===== src/rtl/pooling_stream_unit.sv =====
// Streaming pooling engine: reduces LANES x 2^beats_log2 signed samples to one max/min/avg/pass value.
// Optional feature macro POOL_ROUND_EN selects round-half-up averaging instead of floor.
module pooling_stream_unit #(
  parameter int unsigned DATA_W         = 16,
  parameter int unsigned LANES          = 4,
  parameter int unsigned MAX_BEATS_LOG2 = 3
) (
  input  logic                                 clk,
  input  logic                                 rst_n,
  input  logic [LANES*DATA_W-1:0]              data_in,
  input  logic                                 valid_in,
  output logic                                 ready_in,
  output logic [DATA_W-1:0]                    data_out,
  output logic                                 valid_out,
  input  logic                                 ready_out,
  input  logic [1:0]                           pool_type,
  input  logic [$clog2(MAX_BEATS_LOG2+1)-1:0]  beats_log2,
  output logic                                 busy
);

  localparam int unsigned LogL  = $clog2(LANES);
  localparam int unsigned SumW  = DATA_W + LogL;
  localparam int unsigned AccW  = SumW + MAX_BEATS_LOG2;
  localparam int unsigned BlW   = $clog2(MAX_BEATS_LOG2 + 1);
  localparam int unsigned CntW  = (MAX_BEATS_LOG2 > 0) ? MAX_BEATS_LOG2 : 1;

  typedef enum logic [0:0] {StIdle, StAccum} state_e;

  state_e                   state_q, state_d;
  logic [1:0]               type_q, type_d;
  logic [BlW-1:0]           bl_q, bl_d;
  logic [CntW-1:0]          cnt_q, cnt_d;
  logic signed [DATA_W-1:0] max_q, max_d, min_q, min_d;
  logic signed [AccW-1:0]   sum_q, sum_d;
  logic [DATA_W-1:0]        out_q, out_d;
  logic                     valid_q, valid_d;

  logic signed [DATA_W-1:0] lane [LANES];
  logic signed [DATA_W-1:0] beat_max, beat_min;
  logic signed [SumW-1:0]   beat_sum;

  logic                     first, last, accept, take;
  logic [1:0]               eff_type;
  logic [BlW-1:0]           bl_clamped, eff_bl;
  logic [CntW:0]            last_idx;
  logic signed [DATA_W-1:0] new_max, new_min;
  logic signed [AccW-1:0]   sum_base, new_sum;
  logic [7:0]               shamt;
  logic signed [AccW:0]     avg_shr;
  logic [DATA_W-1:0]        result;

  // Per-beat lane reduction.
  always_comb begin
    for (int i = 0; i < int'(LANES); i++) begin
      lane[i] = data_in[i*DATA_W +: DATA_W];
    end
    beat_max = lane[0];
    beat_min = lane[0];
    beat_sum = SumW'(lane[0]);
    for (int i = 1; i < int'(LANES); i++) begin
      if (lane[i] > beat_max) beat_max = lane[i];
      if (lane[i] < beat_min) beat_min = lane[i];
      beat_sum = beat_sum + SumW'(lane[i]);
    end
  end

  always_comb begin
    bl_clamped = (beats_log2 > BlW'(MAX_BEATS_LOG2)) ? BlW'(MAX_BEATS_LOG2) : beats_log2;
    first      = (state_q == StIdle);
    // The beat that opens a window uses live config; later beats use the latched copy.
    eff_type   = first ? pool_type : type_q;
    eff_bl     = first ? bl_clamped : bl_q;
    last_idx   = ((CntW+1)'(1) << eff_bl) - (CntW+1)'(1);
    last       = ({1'b0, cnt_q} == last_idx);

    ready_in   = rst_n && !(valid_q && !ready_out);
    accept     = valid_in && ready_in;
    take       = valid_q && ready_out;

    new_max    = (first || beat_max > max_q) ? beat_max : max_q;
    new_min    = (first || beat_min < min_q) ? beat_min : min_q;
    sum_base   = first ? AccW'(0) : sum_q;
    new_sum    = sum_base + AccW'(beat_sum);

    shamt      = 8'(LogL) + 8'(eff_bl);
`ifdef POOL_ROUND_EN
    if (shamt == 8'd0) begin
      avg_shr = (AccW+1)'(new_sum);
    end else begin
      avg_shr = ((AccW+1)'(new_sum) + ((AccW+1)'(1) <<< (shamt - 8'd1))) >>> shamt;
    end
`else
    avg_shr = (AccW+1)'(new_sum) >>> shamt;
`endif

    unique case (eff_type)
      2'd0:    result = lane[0];
      2'd1:    result = new_max;
      2'd2:    result = DATA_W'(avg_shr);
      default: result = new_min;
    endcase
  end

  always_comb begin
    state_d = state_q;
    type_d  = type_q;
    bl_d    = bl_q;
    cnt_d   = cnt_q;
    max_d   = max_q;
    min_d   = min_q;
    sum_d   = sum_q;
    out_d   = out_q;
    valid_d = take ? 1'b0 : valid_q;

    if (accept) begin
      if (first) begin
        type_d = pool_type;
        bl_d   = bl_clamped;
      end
      if (last) begin
        out_d   = result;
        valid_d = 1'b1;
        state_d = StIdle;
        cnt_d   = '0;
        max_d   = '0;
        min_d   = '0;
        sum_d   = '0;
      end else begin
        state_d = StAccum;
        cnt_d   = cnt_q + CntW'(1);
        max_d   = new_max;
        min_d   = new_min;
        sum_d   = new_sum;
      end
    end
  end

  always_ff @(posedge clk) begin
    if (!rst_n) begin
      state_q <= StIdle;
      type_q  <= 2'd0;
      bl_q    <= '0;
      cnt_q   <= '0;
      max_q   <= '0;
      min_q   <= '0;
      sum_q   <= '0;
      out_q   <= '0;
      valid_q <= 1'b0;
    end else begin
      state_q <= state_d;
      type_q  <= type_d;
      bl_q    <= bl_d;
      cnt_q   <= cnt_d;
      max_q   <= max_d;
      min_q   <= min_d;
      sum_q   <= sum_d;
      out_q   <= out_d;
      valid_q <= valid_d;
    end
  end

  assign data_out  = out_q;
  assign valid_out = valid_q;
  assign busy      = (state_q == StAccum);

endmodule


===== config.mk =====
export PLATFORM = sky130hd
export DESIGN_NAME = pooling_stream_unit
export DESIGN_NICKNAME = d
export VERILOG_FILES = /design/src/rtl/pooling_stream_unit.sv
export SDC_FILE = /design/constraint.sdc
export NUM_CORES = 1
export LEC_CHECK = 0
export ABC_AREA = 1
export CAP_MARGIN = 20
export CELL_PAD_IN_SITES_DETAIL_PLACEMENT = 1
export CELL_PAD_IN_SITES_GLOBAL_PLACEMENT = 1
export CORE_UTILIZATION = 25
export DETAILED_ROUTE_END_ITERATION = 7
export GPL_TIMING_DRIVEN = 0
export PLACE_DENSITY = 0.53
export SKIP_LAST_GASP = 1
export SLEW_MARGIN = 0
export SYNTH_ARGS = -nofsm -noshare
export SYNTH_HDL_FRONTEND = slang
export SYNTH_SLANG_ARGS = --single-unit

===== constraint.sdc =====
create_clock -name clk -period 27 [get_ports clk]
set_input_delay 4.05 -clock clk [delete_from_list [all_inputs] [get_ports clk]]
set_output_delay 4.05 -clock clk [all_outputs]
set_load 0.005 [all_outputs]

**Word-level counts from Yosys, hierarchy flattened**

Cells that the tools add are included.

- Bits in registers: 78
- Bits of input ports: 72
- Output and inout bits: 19
- Logic and storage cells: 62

- Add/subtract/negate cells: 7
- $lt $le $gt $ge: 9
- Equal/unequal tests: 3
- Shift-type cells: 2
- Multiplexer cells: 21
- Bitwise gates (word level): 1
- Reduce and logical (&&, ||, !) cells: 10

Operators by type and width:

| operator | number |
|---|---|
| $mux 16 | 10 |
| $gt 16x16->1 | 4 |
| $lt 16x16->1 | 4 |
| $pmux 16 s3 | 1 |
| $mux 21 | 2 |
| $add 21x18->21 | 1 |
| $sshr 21x3->16 | 1 |
| $add 17x16->18 | 1 |
| $add 18x16->18 | 1 |
| $add 16x16->17 | 1 |
| $mux 2 | 3 |
| $eq 3x4->1 | 1 |
| $logic_and 1x1->1 | 4 |
| $mux 1 | 4 |
| $shl 1x2->4 const A | 1 |
| $sub 4x2->4 const B | 1 |
| $add 2x2->3 const A | 1 |
| $add 3x1->3 const B | 1 |
| $mux 3 | 1 |
| $eq 2x1->1 const B | 1 |
| $eq 2x2->1 const B | 1 |
| $gt 2x2->1 const B | 1 |
| $logic_not 1->1 | 2 |
| $logic_not 2->1 | 1 |
| other kinds (3) | 4 |

**Depth between registers and ports, before layout**

- Word-level depth: 10
- Mapped depth: 63
- Gate-level depth less buffers: 60

**Least setup slack after synthesis**

No wires, ideal clock.

- Path kind: input -> register
- Start point: in data_in[15]
- End point: reg out_q[1], in the netlist data_out[1]
- Library setup time: 0.070 ns
- Arrival time: 11.250 ns
- Required time: 26.930 ns
- Path slack: 15.679 ns
- Cell stages on the path: 50
- Path buffers: 6
- Cells stage by stage: inv_1 > ha_1 > a21oi_1 > o21ai_1 > nor2_1 > nand3_1 > nand2_1 > inv_2 > nand2_4 > clkbuf_1 > clkbuf_1 > o21ai_0 > ha_1 > nand2_1 > nor3_1 > nand2_1 > o41ai_1 > buf_2 > (+14 left out) > o21ai_1 > ha_1 > a21oi_1 > nor2_1 > a211oi_1 > o221a_2 > o211ai_1 > xnor2_1 > o41ai_1 > nand2_1 > clkbuf_1 > clkbuf_1 > nand2_1 > o21ai_0 > nand2_1 > a41oi_1 > nand2_1 > a21oi_1

- Cells in the longest elaborated chain, start to end: 10
- Elaborated cells on any way between the ends: 24
- Classes of those cells: 4 x add/sub; 8 x order compare; 1 x shift; 9 x mux; 2 x reduce/logical

RTL lines:

| what | line | source |
|---|---|---|
| start: declaration | 10 | `input logic [LANES*DATA_W-1:0] data_in,` |
| parallel branches: the longest is 9 deep, another holds $add 21x18->21 | - |  |
| $pmux 16 s3 * | 96 | `unique case (eff_type)` |
| end signal: assignment | 157 | `out_q <= out_d;` |
| end: declaration | 35 | `logic [DATA_W-1:0] out_q, out_d;` |

Mark *: on every way between the ends.
A chain may end at the register's enable or synchronous reset.

**Worst setup path after layout**

Ends and elaborated chain as after synthesis.

==> impl_metrics.tcl <==
set metrics [dict create \
    worst_pin_slew_ns 0.874 \
    ys_ff_latch 78 \
    syn_area_per_cell_um2 6.73 \
    antenna_found_initial 0 \
    fmax_mhz 69.6 \
    grt_pass1_vias 10100 \
    p_leak_nw 4.95 \
    setup_viol 0 \
    cts_resized 0 \
    fp.coreArea_mm2 0.0378 \
    syn_inst 1428 \
    rsz0062_at_grt "false" \
    fin_cells 2045 \
    dp_hpwl_um 36000 \
    p_int_uw 452 \
    fin_ws_ns 12.63 \
    path_delay_family "compound AO/OA/AOI/OAI gates" \
    final_antenna_net_count 0 \
    worstPathRequired_ns 27.30 \
    start_util_pct 25.5 \
    place_inst 2028 \
    fill_cells 4729 \
    yosys_warnings 0 \
    path_buf_inv 11 \
    ys.flop_type "dfxtp_1" \
    clock-sinks 78 \
    crit_path_max_incr_delay_ns 0.70 \
    slowest_stage "o41ai_1" \
    timing.final.crit_period_ns 14.37 \
    drv_slew 0 \
    fin_nets 1783 \
    fp.dieArea_mm2 0.0392 \
    synth_seq_area_share_pct 16.2 \
    cts_inserted_buffers 9 \
    crit_top_cell "nand2_1" \
    final_hold_viol_count 0 \
    synth-edff-count 0 \
    crit_path_end_kind "register" \
    final.setup.tns_ns 0 \
    syn2layout_area_growth_pct 19.0 \
    multiInputGateArea_mm2 0.00725 \
    grt_max_degree 14 \
    vdd_drop_max_uv 34.6 \
    grt_pass1_wl_um 63500 \
    clkLatencyLatePin_ns 0.38 \
    cts_max_level 3 \
    arrival_ns 14.67 \
    seqCellArea_mm2 0.00156 \
    seqPwrFrac_pct 14.1 \
    vias 9883 \
    path_clk_slew_ns 0.07 \
    crit_type "primary input to register" \
    synthArstFlopShare_pct 0 \
    cts_setup_buffers 0 \
    routed_wl_um 41900 \
    antennaDiodeCount 0 \
    slew_headroom_pct 41.4 \
    drc 0 \
    powerDensity_mw_per_mm2 89.9 \
    routed_via_density 4.83 \
    layout_common_cells "457 x nand2_1, 139 x inv_1, 130 x ha_1" \
    fp-row-count 71 \
    maxCapViolCount 0 \
    clockBufferDepth 2 \
    grt_usage_pct 22.2 \
    status "finished, final reports clean" \
    worstPathMaxFanout 10 \
    totalPowerFinal_mw 1.03 \
    cts_tree "built" \
    cts_hold_buf 0 \
    pin_count 91 \
    post-place-ws_ns 12.23 \
    synth_cell_types 47 \
    final_util_pct 30.3 \
    wl_per_cell_um 20.5 \
    die_w_um 198 \
    place_congestion 0.862 \
    hold_path.class "register to register" \
    dieHeight_um 198 \
    worstSetupStartpointType "primary input" \
    finalCritPeriodShare_pct 53.2 \
    dr.pass1.iters 5 \
    dr.first_iter.drc_count 481 \
    final_common_cell "nand2_1" \
    switching_power_uw 576 \
    synth_nets 1682 \
    switching_share_pct 56.0 \
    netlist_area_mm2 0.00961 \
    place_area_mm2 0.0111 \
    clock_power_share_pct 12.2 \
    worst_hold_slack_ns 0.461 \
    drive_gt1_share_pct 2.74 \
    grt.overflow.total 0 \
    fin_area_mm2 0.0114 \
    power_frac_comb_pct 73.7 \
    fin_skew_ns 0.0147 \
    root_buffer "clkbuf_16" \
    portBuffers 89 \
]
==> final cells by class <==
| cell class | instances | share of cell area, % |
|---|---|---|
| buffer | 62 | 2.25 |
| clock buffer | 11 | 2.21 |
| clock inverter | 5 | 0.274 |
| inverter | 143 | 4.69 |
| multi-input combinational | 1145 | 63.4 |
| sequential | 78 | 13.7 |
| tap | 511 | 5.59 |
| timing repair buffer | 90 | 7.90 |
==> state kept, by name, summed over array words and instances (netlist names) <==
name       flops
sum_q         21
max_q         16
min_q         16
valid_out      1
data_out      16
busy           1
bl_q           2
cnt_q          3
type_q         2
==> path summary, 6_finish.rpt <==
path / startpoint / to / slack (ns) / cells past startpoint
max reg2reg: busy / data_out[15] / 20.05 / 29
min reg2reg: type_q[0] / type_q[0] / 0.46 / 2
max: data_in[15] / data_out[1] / 12.63 / 52
min: type_q[0] / type_q[0] / 0.46 / 2
==> synthesized netlist by cell type (3+ instances only) <==
cell type	count	area share, %
a41oi_1	13	1.2
nor2_1	46	1.8
o221ai_1	3	0.27
ha_1	130	17
nor3_1	5	0.26
nand4_1	23	1.5
a31oi_1	5	0.33
o211ai_1	9	0.70
mux2i_1	3	0.31
nand2_1	457	18
o21ai_1	32	1.7
a21oi_1	127	6.6
nand3_1	51	2.7
dfxtp_1	78	16
a21o_1	4	0.31
nand2_2	6	0.39
buf_2	5	0.26
inv_1	139	5.4
clkbuf_1	53	2.1
a211oi_1	8	0.63
fa_1	52	11
o21ai_0	111	5.8
o21bai_1	8	0.63
xor2_1	16	1.5
xnor2_1	10	0.91
==> power by group through the flow <==
stage                     Clock (mW)  Combinational [mW]  Sequential [mW]
final                          0.125               0.758            0.145
after global routing           0.133               0.856            0.147
after CTS                      0.130               0.763            0.144
after detailed placement           0               0.758            0.147
after global placement             0               0.743            0.146
after floorplan                    0               0.505            0.144
==> kinds of logic after synthesis <==
logic type               Yosys count  share of synthesized area (%)
flip-flops                        78                           16.3
buffers and inverters            205                           8.27
AND/OR/NAND/NOR                  600                           25.7
XOR/XNOR                          26                           2.37
multiplexers                       3                          0.313
adder cells (fa/ha/maj)          182                           27.8
AO/OA/AOI/OAI                    334                           19.4
==> worst reg2reg max path: cells and delay by family, from the launching register on <==
kind	cells	cell delay (ns)
buffers and inverters	5	2.13
xor gates and xnor gates	1	0.30
adders and majority gates	3	0.84
and+or+nand+nor	3	0.34
AOI/OAI and AO/OA	17	2.83
DFF	1	0.36
==> metal layers <==
| layer | vias up | routed length, µm | track usage, % | part of all wire, % |
|---|---|---|---|---|
| met4 | 0 | 365 | 3.59 | 0.87 |
| met5 | - | 0 | 0 | 0 |
| li1 | 4957 | - | - | - |
| met3 | 16 | 1100 | 3.22 | 2.6 |
| met2 | 95 | 19700 | 37.2 | 47 |
| met1 | 4815 | 20700 | 30.4 | 49 |
No activity file was read; power rests on OpenSTA's default activity.
